[src/rtl/ariane_pkg.sv]
`default_nettype none
// ============================================================================
//  Package     : ariane_pkg
//  Description : Shared types for the frontend next-PC generator.
//                - npc_state_e : fetch sequencer states (BOOT/REQ/WAIT/DROP)
//                - npc_pred_t  : per-block prediction result {valid, slot, target}
//                - fetch_bytes : bytes per fetch block for a given slot count
//                The struct fields are sized for the largest supported
//                configuration (up to 256 slots, up to 64-bit addresses);
//                users slice off the bits they need.
//  Revision    : 1.0 - initial release
// ============================================================================
package ariane_pkg;

    localparam int unsigned DEFAULT_INSTR_PER_FETCH = 2;
    localparam int unsigned PRED_SLOT_W             = 8;
    localparam int unsigned PRED_TARGET_W           = 64;

    // Each slot is a 16-bit parcel, so a block spans two bytes per slot.
    function automatic int unsigned fetch_bytes(input int unsigned ipf);
        return 2 * ipf;
    endfunction

    localparam int unsigned FETCH_BYTES = fetch_bytes(DEFAULT_INSTR_PER_FETCH);

    typedef enum logic [1:0] {
        NPC_BOOT = 2'd0,
        NPC_REQ  = 2'd1,
        NPC_WAIT = 2'd2,
        NPC_DROP = 2'd3
    } npc_state_e;

    typedef struct packed {
        logic                     valid;
        logic [PRED_SLOT_W-1:0]   slot;
        logic [PRED_TARGET_W-1:0] target;
    } npc_pred_t;

endpackage
`default_nettype wire

[src/rtl/npc_slot_scan.sv]
`default_nettype none
// ============================================================================
//  Module      : npc_slot_scan
//  Description : Combinational scan of a returned fetch block. Masks slots
//                that lie before the (possibly unaligned) fetch start, then
//                picks the lowest-indexed slot holding a jalr with a valid
//                BTB entry. Predictions are suppressed in debug mode.
//  Ports       : pc_off_i     - byte offset of the fetch PC within its block
//                debug_mode_i - suppress all predictions
//                is_jalr_i    - predecode, one bit per slot
//                btb_valid_i  - BTB hit, one bit per slot
//                btb_target_i - BTB targets, slot i at [i*VLEN +: VLEN]
//                pred_o       - winning slot, its target, and a valid flag
//  Revision    : 1.0 - initial release
// ============================================================================
module npc_slot_scan
    import ariane_pkg::*;
#(
    parameter  int unsigned INSTR_PER_FETCH = 2,
    parameter  int unsigned VLEN            = 64,
    localparam int unsigned OFF_W           = $clog2(fetch_bytes(INSTR_PER_FETCH))
) (
    input  logic [OFF_W-1:0]                pc_off_i,
    input  logic                            debug_mode_i,
    input  logic [INSTR_PER_FETCH-1:0]      is_jalr_i,
    input  logic [INSTR_PER_FETCH-1:0]      btb_valid_i,
    input  logic [INSTR_PER_FETCH*VLEN-1:0] btb_target_i,
    output npc_pred_t                       pred_o
);

    logic [INSTR_PER_FETCH-1:0] w_taken;

    // A slot is live when its byte offset is at or beyond the fetch start.
    // Comparing offsets inside the block is the same as comparing full
    // addresses, since a block never straddles an aligned boundary.
    for (genvar i = 0; i < INSTR_PER_FETCH; i++) begin : g_slot
        localparam logic [OFF_W-1:0] c_SLOT_OFF = OFF_W'(2 * i);
        assign w_taken[i] = (c_SLOT_OFF >= pc_off_i) & is_jalr_i[i]
                          & btb_valid_i[i] & ~debug_mode_i;
    end

    // Walk from the highest slot down so the lowest taken slot is the last
    // (and therefore winning) assignment.
    always_comb begin
        pred_o = '0;
        for (int i = INSTR_PER_FETCH - 1; i >= 0; i--) begin
            if (w_taken[i]) begin
                pred_o.valid  = 1'b1;
                pred_o.slot   = PRED_SLOT_W'(i);
                pred_o.target = PRED_TARGET_W'(btb_target_i[i*VLEN +: VLEN]);
            end
        end
    end

endmodule
`default_nettype wire

[src/rtl/frontend_npc_gen.sv]
`default_nettype none
// ============================================================================
//  Module      : frontend_npc_gen
//  Description : Next-PC generator and fetch sequencer. Issues one fetch
//                request at a time, waits for its response, forwards the
//                block (with any predicted-taken jalr) to the instruction
//                queue and steers the next fetch address. Backend redirects
//                override everything; a response belonging to a fetch that
//                was overtaken by a redirect is swallowed.
//  Ports       : clk_i, rst_ni (async, active low)
//                debug_mode_i                 - sequential fetch only
//                redirect_valid_i/addr_i      - backend redirect
//                fetch_req_o/vaddr_o/gnt_i    - request to I-cache and BTB
//                rsp_valid_i                  - data for the granted fetch
//                is_jalr_i/btb_valid_i/btb_target_i - per-slot prediction
//                iq_ready_i/iq_valid_o/iq_vaddr_o/iq_pred_*_o - to the IQ
//  Options     : FRONTEND_NPC_GEN_PERF_EN adds saturating 32-bit counters
//                perf_redirect_o, perf_pred_taken_o, perf_replay_o.
//  Revision    : 1.0 - initial release
// ============================================================================
module frontend_npc_gen
    import ariane_pkg::*;
#(
    parameter  int unsigned INSTR_PER_FETCH = 2,
    parameter  logic [63:0] BOOT_ADDR       = 64'h0000_0000_8000_0000,
    parameter  int unsigned VLEN            = 64,
    localparam int unsigned SLOT_W          = (INSTR_PER_FETCH > 1) ? $clog2(INSTR_PER_FETCH) : 1
) (
    input  logic                            clk_i,
    input  logic                            rst_ni,
    input  logic                            debug_mode_i,
    input  logic                            redirect_valid_i,
    input  logic [VLEN-1:0]                 redirect_addr_i,
    output logic                            fetch_req_o,
    output logic [VLEN-1:0]                 fetch_vaddr_o,
    input  logic                            fetch_gnt_i,
    input  logic                            rsp_valid_i,
    input  logic [INSTR_PER_FETCH-1:0]      is_jalr_i,
    input  logic [INSTR_PER_FETCH-1:0]      btb_valid_i,
    input  logic [INSTR_PER_FETCH*VLEN-1:0] btb_target_i,
    input  logic                            iq_ready_i,
    output logic                            iq_valid_o,
    output logic [VLEN-1:0]                 iq_vaddr_o,
    output logic                            iq_pred_valid_o,
    output logic [SLOT_W-1:0]               iq_pred_slot_o,
    output logic [VLEN-1:0]                 iq_pred_target_o
`ifdef FRONTEND_NPC_GEN_PERF_EN
    ,
    output logic [31:0]                     perf_redirect_o,
    output logic [31:0]                     perf_pred_taken_o,
    output logic [31:0]                     perf_replay_o
`endif
);

    localparam int unsigned c_FETCH_BYTES = fetch_bytes(INSTR_PER_FETCH);
    localparam int unsigned c_OFF_W       = $clog2(c_FETCH_BYTES);

    npc_state_e       state_q;
    npc_state_e       w_state_next;
    logic [VLEN-1:0]  pc_q;
    logic [VLEN-1:0]  w_pc_next;
    logic [VLEN-1:0]  w_seq_npc;
    logic [VLEN-1:0]  w_npc;
    logic             w_accept;
    logic             w_replay;
    npc_pred_t        w_pred;
    logic             w_unused_pred;

    // ------------------------------------------------------------------
    // Block scan and next-PC selection
    // ------------------------------------------------------------------
    npc_slot_scan #(
        .INSTR_PER_FETCH (INSTR_PER_FETCH),
        .VLEN            (VLEN)
    ) u_slot_scan (
        .pc_off_i     (pc_q[c_OFF_W-1:0]),
        .debug_mode_i (debug_mode_i),
        .is_jalr_i    (is_jalr_i),
        .btb_valid_i  (btb_valid_i),
        .btb_target_i (btb_target_i),
        .pred_o       (w_pred)
    );

    // Sequential successor: aligned base of the current block plus one block.
    // Wraps naturally at the top of the address space.
    assign w_seq_npc = {pc_q[VLEN-1:c_OFF_W], c_OFF_W'(0)} + VLEN'(c_FETCH_BYTES);
    assign w_npc     = w_pred.valid ? w_pred.target[VLEN-1:0] : w_seq_npc;

    // The package struct is sized for the widest configuration.
    assign w_unused_pred = ^{w_pred.slot, w_pred.target};

    // ------------------------------------------------------------------
    // Sequencer
    // ------------------------------------------------------------------
    always_ff @(posedge clk_i or negedge rst_ni) begin
        if (!rst_ni) begin
            state_q <= NPC_BOOT;
            pc_q    <= BOOT_ADDR[VLEN-1:0];
        end else begin
            state_q <= w_state_next;
            pc_q    <= w_pc_next;
        end
    end

    always_comb begin
        w_state_next = state_q;
        w_pc_next    = pc_q;
        w_accept     = 1'b0;
        w_replay     = 1'b0;
        case (state_q)
            NPC_BOOT: begin
                w_state_next = NPC_REQ;
                if (redirect_valid_i) begin
                    w_pc_next = redirect_addr_i;
                end
            end
            NPC_REQ: begin
                if (redirect_valid_i) begin
                    // A granted request now targets a stale address; its
                    // response must be swallowed.
                    w_pc_next    = redirect_addr_i;
                    w_state_next = fetch_gnt_i ? NPC_DROP : NPC_REQ;
                end else if (fetch_gnt_i) begin
                    w_state_next = NPC_WAIT;
                end
            end
            NPC_WAIT: begin
                if (redirect_valid_i) begin
                    w_pc_next    = redirect_addr_i;
                    w_state_next = rsp_valid_i ? NPC_REQ : NPC_DROP;
                end else if (rsp_valid_i) begin
                    w_state_next = NPC_REQ;
                    if (iq_ready_i) begin
                        w_accept  = 1'b1;
                        w_pc_next = w_npc;
                    end else begin
                        // Queue full: drop the block and refetch the same pc.
                        w_replay = 1'b1;
                    end
                end
            end
            NPC_DROP: begin
                if (redirect_valid_i) begin
                    w_pc_next = redirect_addr_i;
                end
                if (rsp_valid_i) begin
                    w_state_next = NPC_REQ;
                end
            end
            default: begin
                w_state_next = NPC_BOOT;
            end
        endcase
    end

    // ------------------------------------------------------------------
    // Outputs: IQ fields are zeroed whenever no block is accepted
    // ------------------------------------------------------------------
    assign fetch_req_o      = (state_q == NPC_REQ);
    assign fetch_vaddr_o    = pc_q;
    assign iq_valid_o       = w_accept;
    assign iq_vaddr_o       = w_accept ? pc_q : '0;
    assign iq_pred_valid_o  = w_accept & w_pred.valid;
    assign iq_pred_slot_o   = (w_accept & w_pred.valid) ? w_pred.slot[SLOT_W-1:0] : '0;
    assign iq_pred_target_o = (w_accept & w_pred.valid) ? w_pred.target[VLEN-1:0] : '0;

`ifdef FRONTEND_NPC_GEN_PERF_EN
    // ------------------------------------------------------------------
    // Saturating event counters
    // ------------------------------------------------------------------
    logic [31:0] r_perf_redirect;
    logic [31:0] r_perf_pred_taken;
    logic [31:0] r_perf_replay;

    always_ff @(posedge clk_i or negedge rst_ni) begin
        if (!rst_ni) begin
            r_perf_redirect   <= '0;
            r_perf_pred_taken <= '0;
            r_perf_replay     <= '0;
        end else begin
            if (redirect_valid_i && (r_perf_redirect != '1)) begin
                r_perf_redirect <= r_perf_redirect + 32'd1;
            end
            if (w_accept && w_pred.valid && (r_perf_pred_taken != '1)) begin
                r_perf_pred_taken <= r_perf_pred_taken + 32'd1;
            end
            if (w_replay && (r_perf_replay != '1)) begin
                r_perf_replay <= r_perf_replay + 32'd1;
            end
        end
    end

    assign perf_redirect_o   = r_perf_redirect;
    assign perf_pred_taken_o = r_perf_pred_taken;
    assign perf_replay_o     = r_perf_replay;
`endif

endmodule
`default_nettype wire

[config.mk]
export PLATFORM = sky130hd
export DESIGN_NAME = frontend_npc_gen
export DESIGN_NICKNAME = d
export VERILOG_FILES = /design/src/rtl/ariane_pkg.sv /design/src/rtl/npc_slot_scan.sv /design/src/rtl/frontend_npc_gen.sv
export SDC_FILE = /design/constraint.sdc
export NUM_CORES = 1
export LEC_CHECK = 0
export CAP_MARGIN = 20
export CELL_PAD_IN_SITES_DETAIL_PLACEMENT = 0
export CELL_PAD_IN_SITES_GLOBAL_PLACEMENT = 1
export CORE_MARGIN = 2
export CORE_UTILIZATION = 25
export DETAILED_ROUTE_END_ITERATION = 16
export PLACE_DENSITY_LB_ADDON = 0.1
export SKIP_LAST_GASP = 1
export SYNTH_ARGS = -nofsm -noshare
export SYNTH_HDL_FRONTEND = slang
export SYNTH_SLANG_ARGS = --single-unit
[constraint.sdc]
create_clock -name clk_i -period 4.9 [get_ports clk_i]
set_clock_uncertainty 0.1 [all_clocks]
set_input_delay 1.47 -clock clk_i [delete_from_list [all_inputs] [get_ports clk_i]]
set_output_delay 1.47 -clock clk_i [all_outputs]
set_load 0.01 [all_outputs]
After elaboration in Yosys (flattened, before gate mapping)
Index checks and enable logic that the tools add are counted.
{"block": "classes", "addsub": 1, "n_lt_le_gt_ge": 2, "n_eq_ne": 7, "muxes": 22, "n_bitwise": 8, "reduce_logical": 3}
{"operator": "$mux 64", "count": 7}
{"operator": "$mux 73", "count": 2}
{"operator": "$pmux 64 s2", "count": 1}
{"operator": "$add 64x3->64 const B", "count": 1}
{"operator": "$mux 2", "count": 6}
{"operator": "$pmux 2 s4", "count": 1}
{"operator": "$and 1x1->1", "count": 7}
{"operator": "$ne 3x3->1 const B", "count": 2}
{"operator": "$mux 1", "count": 5}
{"operator": "$eq 2x2->1 const B", "count": 2}
{"operator": "$ne 3x2->1 const B", "count": 1}
{"operator": "$reduce_and 3->1", "count": 1}
{"operator": "$reduce_or 3->1", "count": 1}
{"operator": "$eq 2x1->1 const B", "count": 1}
{"operator": "$ge 1x2->1 const A", "count": 1}
{"operator": "$ge 2x2->1 const A", "count": 1}
{"operator": "$logic_not 2->1", "count": 1}
{"operator": "$ne 2x1->1 const B", "count": 1}
{"operator": "$not 1->1", "count": 1}
{"block": "totals", "regBits": 66, "inputBits": 203, "output_inout_bits": 196, "elab_cells": 45}

Depth between registers and ports, before layout
Gate-level depths: netlist of the first run.
{"block": "logic_depth", "word_depth": 11, "depth_mapped": 9, "depth_no_buf": 7}

Cells and area by module
Synthesis of the first run repeated with hierarchy kept, for this count alone.
{"block": "hier_totals", "hier_cells": 957, "hier_area_um2": 7470.9}
{"module": "frontend_npc_gen", "instances": 1, "cells_each": 786, "area_each_um2": 5746.8, "seq_area_each_um2": 1652.8}
{"module": "npc_slot_scan", "instances": 1, "cells_each": 171, "area_each_um2": 1724.2, "seq_area_each_um2": 0.0}

Worst setup path after synthesis of the first run
OpenSTA, ideal clock, no wires.
{"block": "synth_path", "path_type": "in2out", "start": "input debug_mode_i", "end": "output iq_pred_target_o[8]", "t_arrival_ps": 2951, "t_required_ps": 3330, "slack_ps": 379, "cell_stages": 6, "n_path_buf": 2, "path_cell_list": "nand4b_1 -> nor2_1 -> clkbuf_1 -> buf_1 -> nand2_1 -> a21oi_1"}
{"block": "synth_between", "elab_chain_len": 6, "word_cells_on_any_way": 7, "cone_classes": "3 x mux; 4 x bitwise"}
{"item": "from (decl)", "line_no": "frontend_npc_gen.sv:31", "rtl": "input logic debug_mode_i,"}
{"item": "$not 1->1 *", "line_no": "npc_slot_scan.sv:39", "rtl": "& btb_valid_i[i] & ~debug_mode_i;"}
{"item": "$and 1x1->1", "line_no": "npc_slot_scan.sv:39"}
{"item": "$mux 73", "line_no": "npc_slot_scan.sv:47", "rtl": "if (w_taken[i]) begin"}
{"item": "$mux 73 *", "line_no": "npc_slot_scan.sv:47"}
{"item": "$and 1x1->1", "line_no": "frontend_npc_gen.sv:165", "rtl": "assign iq_pred_target_o = (w_accept & w_pred.valid) ? w_pred.target[VLEN-1:0] : '0;"}
{"item": "$mux 64 *", "line_no": "frontend_npc_gen.sv:165"}
{"item": "to (decl)", "line_no": "frontend_npc_gen.sv:46", "rtl": "output logic [VLEN-1:0] iq_pred_target_o"}
Every way passes the cells marked *; elsewhere a longest branch is shown, timed or not.

Worst setup path in the final report of the first run
{"block": "layout_path", "start": "input btb_valid_i[0]", "end": "output iq_pred_target_o[48]"}
{"block": "layout_between", "elab_chain_len": 5}
{"item": "from (decl)", "line_no": "frontend_npc_gen.sv:39", "rtl": "input logic [INSTR_PER_FETCH-1:0] btb_valid_i,"}
{"item": "$and 1x1->1 * (2 in a row)", "line_no": "npc_slot_scan.sv:39"}
{"item": "$mux 73 *", "line_no": "npc_slot_scan.sv:47"}
{"item": "$and 1x1->1", "line_no": "frontend_npc_gen.sv:165"}
{"item": "$mux 64 *", "line_no": "frontend_npc_gen.sv:165"}
Marks and branches as above.

==> results of run 1 <==
## metrics by stage
stage	setup TNS (ns)	setup slack, ns	util	power (mW)	cells
2_1_floorplan	0	0.379	-	1.04	865
3_3_place_gp	-5.73	-0.176	0.449	1.53	1615
3_5_place_dp	-7.54	-0.216	0.449	1.54	1615
4_1_cts	-4.15	-0.163	0.463	2.18	1635
5_1_grt	-5.41	-0.203	0.477	2.29	1643
6_report	-1.46	-0.103	0.477	2.18	1644
## power breakdown
part           total [mW]  internal (mW)  switching [mW]
clock               0.627          0.368           0.259
sequential          0.733          0.607           0.126
combinational       0.816          0.437           0.379
total                2.18           1.41           0.764
## flip-flops by register name, summed over array words and instances, names as in the netlist
signal and cells:
fetch_vaddr_o 64, state_q 2
## worst reg2reg max path, cell delays in order (launching register included)
cell and delay, ns:
dfrtp_1 0.53, nand4_1 0.24, nor2_1 0.67, nand4_1 0.57
nor3_1 0.41, o21ai_0 0.15, a221o_1 0.34
## worst min-delay path by stage
| stage | from | end | slack [ns] | depth (start not counted) |
|---|---|---|---|---|
| floorplan | state_q[1]$_DFFE_PN0P_ | state_q[1]$_DFFE_PN0P_ | 0.37 | 2 |
| global placement | state_q[1]$_DFFE_PN0P_ | state_q[1]$_DFFE_PN0P_ | 0.40 | 2 |
| detailed placement | state_q[1]$_DFFE_PN0P_ | state_q[1]$_DFFE_PN0P_ | 0.41 | 2 |
| CTS | state_q[1]$_DFFE_PN0P_ | state_q[1]$_DFFE_PN0P_ | 0.43 | 2 |
| global route | state_q[1]$_DFFE_PN0P_ | state_q[1]$_DFFE_PN0P_ | 0.46 | 2 |
| finish | state_q[1]$_DFFE_PN0P_ | state_q[1]$_DFFE_PN0P_ | 0.43 | 2 |
## placed cells by master, fill, tap and decap left out, drive strengths merged, types with 7 or more instances in the layout
master         Yosys  routed
nor2             118     118
o22ai             26      26
or3                8       8
nand4b            10      10
and2              56      56
nand2             87      87
a211oi            10      10
a21o               7       7
a22oi             56      56
and3              14      14
nand3             38      38
buf                9     101
nor4              15      15
a21oi             20      20
nand2b            22      22
o21ai             36      36
dlygate4sd2        0      16
dlymetal6s2s       0      62
inv               16      15
or4                7       7
nand4             34      34
a221o              7       7
a31oi             20      20
clkbuf            59      20
xnor2             12      12
nor3              26      26
dfrtp             65      65
clkdlybuf4s50      0     314
o211ai             8       8
## synth_stat cells, types with 4 or more instances
library cell | number | area [µm²]
nor2_1 | 117 | 439
nand2_1 | 87 | 327
dfrtp_1 | 65 | 1630
a22oi_1 | 56 | 420
and2_1 | 55 | 344
clkbuf_1 | 55 | 206
nand3_1 | 37 | 185
o21ai_0 | 36 | 180
nand4_1 | 30 | 188
o22ai_1 | 26 | 163
nor3_1 | 23 | 115
nand2b_1 | 22 | 138
a21oi_1 | 20 | 100
a31oi_1 | 20 | 125
inv_1 | 16 | 60.1
nor4_1 | 13 | 81.3
and3_1 | 12 | 75.1
xnor2_1 | 12 | 105
a211oi_1 | 10 | 75.1
nand4b_1 | 10 | 87.6
o211ai_1 | 8 | 60.1
or3_1 | 8 | 50.1
a21o_1 | 7 | 52.6
a221o_1 | 7 | 70.1
a32o_1 | 6 | 60.1
o311a_1 | 6 | 60.1
o31ai_1 | 6 | 45.0
or4_1 | 6 | 45.0
xor2_1 | 6 | 52.6
a211o_1 | 5 | 43.8
a31o_2 | 5 | 43.8
buf_1 | 5 | 18.8
clkbuf_8 | 4 | 55.1
nor3b_1 | 4 | 30.0
## repair_timing
| action | CTS | global route |
|---|---|---|
| pin swaps | 1 | 1 |
| endpoints found under the setup margin | 68 | 116 |
| gates resized for setup | 26 | 92 |
| gates cloned | 2 | 2 |
| buffers inserted | 2 | 6 |
## layout make-up
cell class | count | area share
inverter | 16 | 0.00608
timing repair buffer | 500 | 0.426
tap | 330 | 0.0346
clock buffer | 13 | 0.0218
multi-input combinational | 715 | 0.372
clock inverter | 3 | 0.00126
antenna | 1 | 0.000210
sequential | 66 | 0.138
## routing by layer
metal	GRT usage	wire, µm	up-vias
met2	0.460	18000	346
met3	0.0427	2120	28
li1	-	-	4138
met5	0	0	-
met4	0.0611	529	0
met1	0.326	15200	4203
## cell families (layout without fill, tap and decap cells)
kind of cell / Yosys count / count (layout) / synth area share
AOI/OAI and AO/OA: 246 / 246 / 0.276
xor gates and xnor gates: 18 / 18 / 0.0249
adders and majority gates: 1 / 1 / 0.00198
buffers and inverters: 84 / 532 / 0.0580
DFF: 66 / 66 / 0.261
muxes: 2 / 2 / 0.00317
other: 0 / 1 / 0
and+or+nand+nor: 448 / 448 / 0.374
==> flow_metrics.py, run 1 <==
metrics = {
    "finish": {
        "layout-drive-gt1-share": 0.129,
        "multi_input_area_um2": 4440,
        "fin_area_um2": 11900,
        "num-fill-cells": 2530,
        "syn2layout_area_growth_pct": 88.8,
        "seq_area_um2": 1650,
        "nets": 1512,
    },
    "timing": {
        "setup_viol": 22,
        "drv_slew": 0,
        "whs_ns": 0.431,
        "slew_headroom": 0.284,
        "layout_min_cycle_time_ns": 5.00,
        "fmax_mhz": 200,
        "hold_viol": 0,
        "worst_slew_pin_slew_ns": 1.06,
        "post-route-period-util": 1.02,
        "setup_slack_ns": -0.103,
        "rsz0062_at_grt": "true",
    },
    "yosys": {
        "synth_flop_cell": "dfrtp_1",
        "synth_nets": 1069,
        "postSynthAreaPerCell_um2": 7.31,
        "netlist_area_um2": 6320,
        "postSynth.asyncResetShare": 1.00,
        "yosysUniqueCellTypes": 72,
        "synth-seq-area-share": 0.261,
        "ys_seq_elements": 66,
        "synth_cells": 865,
        "synth_edf_count": 0,
        "ys_warn_count": 0,
    },
    "routing": {
        "drtIter0Drc": 487,
        "viasPerCell": 5.30,
        "wire_per_inst_um": 21.8,
        "routed_wl_um": 35800,
        "postRouteAntennaNets": 0,
        "vias": 8715,
        "drc": 0,
        "drtPass1Iterations": 7,
    },
    "critical_path": {
        "worst-path-stages": 10,
        "r2r-start": "fetch_vaddr_o[21]$_DFFE_PN0P_",
        "max_stage_delay_ns": 0.54,
        "cpMaxStageDelayCell": "clkdlybuf4s50_1",
        "path_delay_family": "buffers and inverters",
        "crit_type": "primary input to primary output",
        "cp-endpoint": "iq_pred_target_o[48]",
        "crit_top_cell": "clkdlybuf4s50_1",
        "cp.buffers_inverters": 5,
        "crit_path_end_kind": "primary output",
        "r2r_end": "fetch_vaddr_o[42]$_DFFE_PN0P_",
        "r2r_slack_ns": 1.78,
        "worstSetupStartpointType": "primary input",
        "worstPathCellList": "clkdlybuf4s50_1 > nand2_2 > nor4_4 > buf_6 > nor2_4 > buf_12 > buf_4 > a22oi_2 > nor2_1 > clkdlybuf4s50_1",
        "path_max_fanout": 13,
        "startpoint": "btb_valid_i[0]",
        "crit_arrival_ns": 3.43,
        "worstPathRequired_ns": 3.33,
        "r2r_cells": 6,
    },
    "place": {
        "place_congestion": 0.820,
        "dpl-instance-area_um2": 11200,
        "portBuffers": 398,
        "dp_hpwl_um": 26100,
    },
    "hold_path": {
        "hold_class": "flip-flop to flip-flop",
    },
    "cts": {
        "numCtsBuffers": 9,
        "cts_root_buf": "clkbuf_16",
        "clk_pin_slew_ns": 0.06,
        "cts_hold_buf": 0,
        "clock-sinks": 66,
        "htreeDepth": 3,
        "clockBufferDepth": 2,
        "clk_latency_ns": 0.35,
        "cts_tree": "built",
    },
    "outcome": {
        "violations": "setup timing",
        "status": "complete, but fails checks",
    },
    "floorplanning": {
        "io_pins": 399,
        "fp.dieH_um": 163,
        "dieArea_um2": 26600,
        "die-width_um": 163,
        "placementRows": 58,
        "start_util": 0.253,
        "coreArea_um2": 25000,
    },
    "power_and_ir_drop": {
        "powerDensity_nw_per_um2": 182,
        "power_leakage_nw": 5.57,
        "ir_worst_vdd_uv": 148,
    },
    "global_routing": {
        "grt_usage": 0.258,
        "grt_pass1_wl_um": 52300,
        "grt_max_degree": 67,
        "antenna_found_initial": 0,
        "grt-ovfl-total": 0,
        "grt_pass1_vias": 8603,
    },
    "run": {
        "drv_cap": 0,
    },
}
(Power assumes the default switching activity.)
==> run 2: changes to the inputs <==
- CORE_ASPECT_RATIO: default -> 1.25
- PLACE_DENSITY: default -> 0.78
- PLACE_DENSITY_LB_ADDON: 0.1 -> default
==> run 2 against run 1 <==
The flow now finishes without violations. Non-clock buffer count increased by 3. Worst setup slack improved by 0.14 ns. Combinational power increased by 3.8%. Critical endpoint is now iq_vaddr_o[32].
==> flow_metrics.py, run 2 (same netlist as run 1, synthesis figures left out) <==
metrics = {
    "timing": {
        "slew_headroom": 0.302,
        "fmax_mhz": 205,
        "hold_viol": 0,
        "setup_tns_ns": 0,
        "post-route-period-util": 0.993,
        "rsz0062_at_grt": "true",
        "setup_viol": 0,
        "drv_slew": 0,
        "setup_slack_ns": 0.0331,
        "layout_min_cycle_time_ns": 4.87,
        "worst_slew_pin_slew_ns": 1.04,
    },
    "cts": {
        "cts_hold_buf": 0,
        "clock-sinks": 66,
        "clk_latency_ns": 0.35,
        "clockBufferDepth": 2,
        "htreeDepth": 3,
        "clk_pin_slew_ns": 0.06,
        "cts_tree": "built",
        "cts_root_buf": "clkbuf_16",
        "numCtsBuffers": 9,
    },
    "critical_path": {
        "crit_arrival_ns": 3.30,
        "path_max_fanout": 37,
        "max_stage_delay_ns": 0.57,
        "worstPathCellList": "clkdlybuf4s50_1 > inv_2 > and2_2 > nand3_4 > buf_12 > nor2_2 > clkdlybuf4s50_1",
        "path_delay_family": "buffers and inverters",
        "cpMaxStageDelayCell": "clkdlybuf4s50_1",
        "cp.buffers_inverters": 4,
        "worstPathRequired_ns": 3.33,
        "crit_path_end_kind": "primary output",
        "worstSetupStartpointType": "primary input",
        "crit_top_cell": "clkdlybuf4s50_1",
        "crit_type": "primary input to primary output",
    },
    "routing": {
        "wire_per_inst_um": 22.7,
        "postRouteAntennaNets": 0,
        "routed_wl_um": 37500,
        "drc": 0,
        "vias": 8941,
        "drtIter0Drc": 502,
        "viasPerCell": 5.42,
        "drtPass1Iterations": 5,
    },
    "floorplanning": {
        "fp.dieH_um": 182,
        "io_pins": 399,
        "coreArea_um2": 25000,
        "die-width_um": 146,
        "placementRows": 65,
        "start_util": 0.252,
        "dieArea_um2": 26600,
    },
    "global_routing": {
        "antenna_found_initial": 0,
        "grt_max_degree": 67,
        "grt_pass1_vias": 8793,
        "grt-ovfl-total": 0,
        "grt_usage": 0.262,
        "grt_pass1_wl_um": 53800,
    },
    "place": {
        "portBuffers": 398,
        "dpl_worst_slack_ns": -0.252,
        "place_congestion": 0.862,
        "dp_hpwl_um": 26500,
    },
    "finish": {
        "utilization": 0.487,
        "largest_reg_flops": 64,
        "syn2layout_area_growth_pct": 92.8,
        "final_cell_mix": "clkdlybuf4s50_1 (298), nor2_1 (114), nand2_1 (86), buf_4 (83), dlymetal6s2s_1 (66)",
        "nets": 1515,
        "antenna_cells": 0,
        "layout-drive-gt1-share": 0.148,
        "final_common_cell": "clkdlybuf4s50_1",
    },
    "power_and_ir_drop": {
        "powerDensity_nw_per_um2": 186,
        "power_leakage_nw": 5.75,
        "ir_worst_vdd_uv": 132,
    },
    "outcome": {
        "status": "completed",
    },
    "run": {
        "drv_cap": 0,
    },
    "hold_path": {
        "hold_class": "flip-flop to flip-flop",
    },
}
run 2: cell count changes in the layout (fill, tap and decap cells not counted), sizes merged:
cell,delta
dlygate4sd2,+10
dlymetal6s2s,+4
inv,+1
clkdlybuf4s50,-16
bufinv,+1
clkdlybuf4s15,+4
diode,-1
bufbuf,+1
clkinv,-3
run 2: timing repair:
item / 4_1_cts / 5_1_grt
cloned: 3 / 4
endpoints found under the setup margin: 71 / 108
setup buffers: 3 / 13
pin swaps: 3 / 6
resized for setup: 50 / 113
run 2: layout make-up:
class / count / area [µm²]
fillers: 2515 / 12900
repair buffers: 503 / 5190
multi-input cells: 715 / 4560
flip-flops and latches: 66 / 1650
well taps: 335 / 419
clock buffers: 13 / 270
inverters: 16 / 67.6
clock inverters: 2 / 35.0
run 2: worst paths after layout:
kind,endpoint,cells after the start,slack [ns],startpoint
worst max-delay path,iq_vaddr_o[32],7,0.03,redirect_valid_i
worst min-delay path,state_q[1]$_DFFE_PN0P_,2,0.42,state_q[1]$_DFFE_PN0P_
worst max register to register,fetch_vaddr_o[33]$_DFFE_PN0P_,6,1.46,fetch_vaddr_o[10]$_DFFE_PN0P_
worst min register to register,state_q[1]$_DFFE_PN0P_,2,0.42,state_q[1]$_DFFE_PN0P_
max in group asynchronous,fetch_vaddr_o[42]$_DFFE_PN0P_,1,2.91,rst_ni
min in group asynchronous,fetch_vaddr_o[12]$_DFFE_PN0P_,1,1.16,rst_ni
run 2: metal layers:
layer,vias to the layer above,track usage,part of all wire
met2,370,0.472,0.51
met5,-,0,0
li1,4151,-,-
met4,0,0.0955,0.035
met3,56,0.0445,0.061
met1,4364,0.312,0.40
run 2: worst register-to-register path: stages (launching register included):
cell	delay [ns]
dfrtp_1	0.57
nand4_2	0.38
nor4_1	0.89
nand4_1	0.46
or4_2	0.73
o211ai_1	0.11
a22o_2	0.15
run 2: metrics by stage:
| stage | std cells | total power, mW | hold WS [ns] | cell area [µm²] |
|---|---|---|---|---|
| finish | 1650 | 2.27 | 0.425 | 12200 |
| global route | 1650 | 2.36 | 0.457 | 12200 |
| CTS | 1633 | 2.25 | 0.423 | 11700 |
| detailed placement | 1612 | 1.54 | 0.410 | 11200 |
| global placement | 1612 | 1.53 | 0.394 | 11200 |
| floorplan | 865 | 1.04 | 0.375 | 6320 |
run 2: power breakdown:
group / switching [mW] / total [mW] / internal [mW]
clock network: 0.258 / 0.690 / 0.433
registers: 0.125 / 0.731 / 0.607
logic: 0.397 / 0.847 / 0.450
==> run 3: changes to the inputs <==
- CTS_CLUSTER_SIZE: default -> 28
==> results of run 3 <==
Same layout as run 2: the final DEF is identical, and so are final timing and power.
